[src/rtl/if_id_fetch_stage.sv]
// Fetch stage with IF/ID pipeline register: owns the PC, issues imem reads,
// applies HDU stall/flush, halts on HLT and counts bubble cycles.
module if_id_fetch_stage #(
  parameter logic [15:0] RESET_PC   = 16'h0000,
  parameter logic [15:0] NOP_INST   = 16'h0000,
  parameter logic [3:0]  HLT_OPCODE = 4'hF,
  parameter int unsigned CNT_W      = 16
) (
  input  logic             clk,
  input  logic             rst,
  input  logic             stall,
  input  logic             if_flush,
  input  logic [15:0]      br_target,
  input  logic [15:0]      imem_rdata,
  input  logic             imem_valid,
  output logic             imem_req,
  output logic [15:0]      imem_addr,
  output logic [15:0]      if_id_inst,
  output logic [15:0]      if_id_pc_plus2,
  output logic             if_id_valid,
  output logic             fetch_halted,
  output logic [CNT_W-1:0] bubble_cnt
);

  localparam logic [CNT_W-1:0] CNT_MAX = '1;

  typedef enum logic {
    FETCH = 1'b0,
    HALT  = 1'b1
  } state_t;

  state_t      state;
  state_t      state_nxt;
  logic [15:0] pc;
  logic [15:0] pc_nxt;
  logic [15:0] pc_plus2;
  logic [15:0] inst_nxt;
  logic [15:0] pcp2_nxt;
  logic        valid_nxt;
  logic        load_nop;

  assign pc_plus2     = pc + 16'd2;
  assign imem_addr    = pc;
  assign imem_req     = (state == FETCH);
  assign fetch_halted = (state == HALT);

  // Per-edge priority: flush, then stall, then fetch/wait/halt handling.
  always_comb begin
    state_nxt = state;
    pc_nxt    = pc;
    inst_nxt  = if_id_inst;
    pcp2_nxt  = if_id_pc_plus2;
    valid_nxt = if_id_valid;
    load_nop  = 1'b0;
    if (if_flush) begin
      pc_nxt    = br_target;
      state_nxt = FETCH;
      load_nop  = 1'b1;
    end else if (!stall) begin
      if (state == FETCH && imem_valid) begin
        inst_nxt  = imem_rdata;
        pcp2_nxt  = pc_plus2;
        valid_nxt = 1'b1;
        if (imem_rdata[15:12] == HLT_OPCODE) begin
          state_nxt = HALT;
        end else begin
          pc_nxt = pc_plus2;
        end
      end else begin
        load_nop = 1'b1;
      end
    end
    if (load_nop) begin
      inst_nxt  = NOP_INST;
      pcp2_nxt  = 16'h0000;
      valid_nxt = 1'b0;
    end
  end

  always_ff @(posedge clk or posedge rst) begin
    if (rst) begin
      state <= FETCH;
    end else begin
      state <= state_nxt;
    end
  end

  always_ff @(posedge clk or posedge rst) begin
    if (rst) begin
      pc             <= RESET_PC;
      if_id_inst     <= NOP_INST;
      if_id_pc_plus2 <= 16'h0000;
      if_id_valid    <= 1'b0;
    end else begin
      pc             <= pc_nxt;
      if_id_inst     <= inst_nxt;
      if_id_pc_plus2 <= pcp2_nxt;
      if_id_valid    <= valid_nxt;
    end
  end

  // Saturating bubble counter; stall never loads a bubble so it holds.
  always_ff @(posedge clk or posedge rst) begin
    if (rst) begin
      bubble_cnt <= '0;
    end else if (load_nop && bubble_cnt != CNT_MAX) begin
      bubble_cnt <= bubble_cnt + CNT_W'(1);
    end
  end

endmodule

[config.mk]
export PLATFORM = sky130hd
export DESIGN_NAME = if_id_fetch_stage
export DESIGN_NICKNAME = d
export VERILOG_FILES = /design/src/rtl/if_id_fetch_stage.sv
export SDC_FILE = /design/constraint.sdc
export NUM_CORES = 1
export LEC_CHECK = 0
export BUFFER_PORTS_ARGS = -buffer_cell sky130_fd_sc_hd__buf_2
export CAP_MARGIN = 25
export CELL_PAD_IN_SITES_DETAIL_PLACEMENT = 2
export CELL_PAD_IN_SITES_GLOBAL_PLACEMENT = 2
export CORE_MARGIN = 2
export CORE_UTILIZATION = 30
export CTS_BUF_LIST = sky130_fd_sc_hd__clkbuf_16
export CTS_CLUSTER_SIZE = 30
export DETAILED_ROUTE_END_ITERATION = 7
export GPL_ROUTABILITY_DRIVEN = 1
export PLACE_DENSITY_LB_ADDON = 0.1
export SLEW_MARGIN = 0
export SYNTH_ARGS = -nofsm -noshare
export SYNTH_HDL_FRONTEND = slang
export SYNTH_SLANG_ARGS = --single-unit
[constraint.sdc]
create_clock -name clk -period 2.6 [get_ports clk]
set_input_delay 0.39 -clock clk [delete_from_list [all_inputs] [get_ports clk]]
set_output_delay 0.39 -clock clk [all_outputs]
set_load 0.02 [all_outputs]
==> results.json <==
{
  "cts_buffer_depth": 2,
  "cp-end-kind": "flip-flop",
  "vias_per_cell": 4.86,
  "cts_buffers": 9,
  "ir_worst_vdd_uv": 366,
  "cts_tree": "built",
  "start_kind": "flip-flop",
  "wl_per_cell_um": 17.4,
  "first_pass_iters": 4,
  "die_height_um": 105,
  "grt_pass1_wl_mm": 15.6,
  "cpPeakStageDelay_ns": 0.55,
  "area_delta_synth_final_pct": 31.1,
  "r2r_end": "bubble_cnt[8]",
  "routed_wl_mm": 9.34,
  "fin_area_sq_mm": 0.00400,
  "final_nets": 437,
  "cpLargestDelayFamily": "compound AO/OA/AOI/OAI gates",
  "period_share_pct": 71.4,
  "slew_headroom_pct": 41.0,
  "die_width_um": 105,
  "post_cts_resized": 0,
  "clk_pin_slew_ns": 0.06,
  "finalSetupViolCount": 0,
  "ys.flop_type": "dfrtp_1",
  "power.density_mw_per_mm2": 733,
  "place_area_sq_mm": 0.00373,
  "path_class": "flip-flop to flip-flop",
  "final_cell_mix": "103 x buf_2, 66 x dfrtp_1, 45 x nand2_1, 26 x o21ai_0, 20 x xnor2_1",
  "ys_seq_area_share_pct": 54.1,
  "cts.sinks": 66,
  "grt_pass1_vias": 2994,
  "layout_commonest_cell": "buf_2",
  "worstPathRequired_ns": 2.81,
  "ant_nets": 0,
  "top_level_ports": 104,
  "core_area_sq_mm": 0.00982,
  "leakage_nw": 1.97,
  "synth_cell_types": 39,
  "r2r_cells": 5,
  "fin_crit_ns": 1.86,
  "htree_levels": 3,
  "worst-r2r-setup-slack_ns": 0.74,
  "finalSetupTns_ns": 0,
  "tightest_slew_ns": 0.884,
  "num_vias": 2603,
  "synth_edf_count": 0,
  "drc": 0,
  "grt_antenna_before_repair": 0,
  "worst_path_max_delay_cell": "a211oi_1",
  "drv_cap": 0,
  "ys_ff_latch": 66,
  "arrival_ns": 2.07,
  "grt.overflow.total": 0,
  "finalHoldViolCount": 0,
  "synth_nets": 331,
  "die_area_sq_mm": 0.0110,
  "cts_setup_buffers": 0,
  "fin_skew_ns": 0.00850,
  "synthesis.area_sq_mm": 0.00305,
  "yosysWarnings": 0,
  "grt_max_degree": 40,
  "n_antenna_cell": 0,
  "clk_latency_ns": 0.32,
  "gp_congestion": 0.789,
  "track_usage_pct": 17.9,
  "min_path_type": "primary input to async pin",
  "crit_chain": "ha_1 > nand2_1 > a211oi_1 > nand4_1 > xnor2_1",
  "drive_above_1_share_pct": 34.2,
  "portBuffers": 103,
  "fin_util_pct": 40.7,
  "cts_hold_buffers": 0,
  "num_rows": 36,
  "path_buf_inv": 0,
  "drv_slew": 0,
  "worstReg2RegStart": "bubble_cnt[1]",
  "nFillCells": 1101,
  "dp_hpwl_mm": 6.85,
  "outcome": "complete, no violations",
  "async_flop_share_pct": 100,
  "synth_area_per_cell_sq_um": 10.5,
  "cp_max_fo": 5,
  "first_iter_violations": 56,
  "fmax_mhz": 539,
  "root_buffer": "clkbuf_16",
  "rsz0062_at_grt": "no",
  "start_util_pct": 31.1,
  "synthCells": 292
}
-- Yosys cell counts, types with 2 or more instances --
| cell | count | area share [%] |
|---|---|---|
| a21oi_1 | 4 | 0.66 |
| a22o_1 | 17 | 4.9 |
| and3_1 | 9 | 1.8 |
| buf_2 | 5 | 0.82 |
| clkbuf_1 | 8 | 0.98 |
| dfrtp_1 | 66 | 54 |
| ha_1 | 2 | 0.82 |
| inv_1 | 4 | 0.49 |
| nand2_1 | 45 | 5.5 |
| nand3_1 | 11 | 1.8 |
| nand4_1 | 6 | 1.2 |
| nand4_2 | 2 | 0.82 |
| nor2_1 | 15 | 1.8 |
| nor3_1 | 6 | 0.98 |
| nor3b_1 | 4 | 0.98 |
| o21ai_0 | 26 | 4.3 |
| o21ai_1 | 3 | 0.49 |
| o31ai_1 | 2 | 0.49 |
| xnor2_1 | 20 | 5.7 |
| xor2_1 | 18 | 5.2 |
-- metrics by stage --
stage	setup slack (ns)	hold slack, ns	std cells	power (mW)
6_report	0.744	0.251	536	2.93
4_1_cts	0.713	0.270	536	2.98
5_1_grt	0.637	0.277	536	3.08
2_1_floorplan	0.555	0.511	292	1.60
3_3_place_gp	0.823	0.460	520	1.83
3_5_place_dp	0.684	0.466	520	1.85
-- kinds of logic (layout without fill, tap and decap cells) --
family,count (synthesis),count (layout),synth area share [%]
compound gates,57,57,12.0
xor+xnor,38,38,10.9
fa+ha+maj,2,2,0.820
buf+inv,18,129,2.66
flops,66,66,54.1
mux,3,3,1.19
simple gates,108,108,18.3
-- cell type report --
type / instances / area [sq um] / area share [%]
multi-input cells: 208 / 1320 / 33.1
clock buffers: 9 / 225 / 5.63
repair buffers: 109 / 573 / 14.3
well taps: 133 / 166 / 4.16
clock inverters: 7 / 47.5 / 1.19
inverters: 4 / 15.0 / 0.375
flip-flops and latches: 66 / 1650 / 41.3
-- layer usage --
metal	vias to the layer above	track usage, %	share of wire, %
li1	1232	-	-
met1	1304	22.0	44
met2	60	30.9	50
met3	7	4.49	4.9
met4	0	5.24	0.92
met5	-	0	0
-- worst max-delay path by stage --
| stage | slack (ns) | cells after the start | to | from |
|---|---|---|---|---|
| after floorplan | 0.56 | 1 | bubble_cnt[0] | rst |
| after global placement | 0.82 | 5 | imem_addr[8] | stall |
| after detailed placement | 0.68 | 6 | bubble_cnt[8] | stall |
| after CTS | 0.71 | 5 | bubble_cnt[8] | bubble_cnt[1] |
| after global routing | 0.64 | 5 | bubble_cnt[8] | bubble_cnt[1] |
| final | 0.74 | 5 | bubble_cnt[8] | bubble_cnt[1] |
-- flip-flops by register name (all words and copies together), names as in the netlist --
signal          count
if_id_inst         16
bubble_cnt         16
fetch_halted        1
if_id_valid         1
if_id_pc_plus2     16
imem_addr          16
-- power by group --
group | switching, mW | leakage [nW] | internal [mW]
Combinational | 0.340 | 0.972 | 0.217
Sequential | 0.138 | 0.863 | 1.13
Clock | 0.465 | 0.137 | 0.643
(Power assumes the default switching activity.)
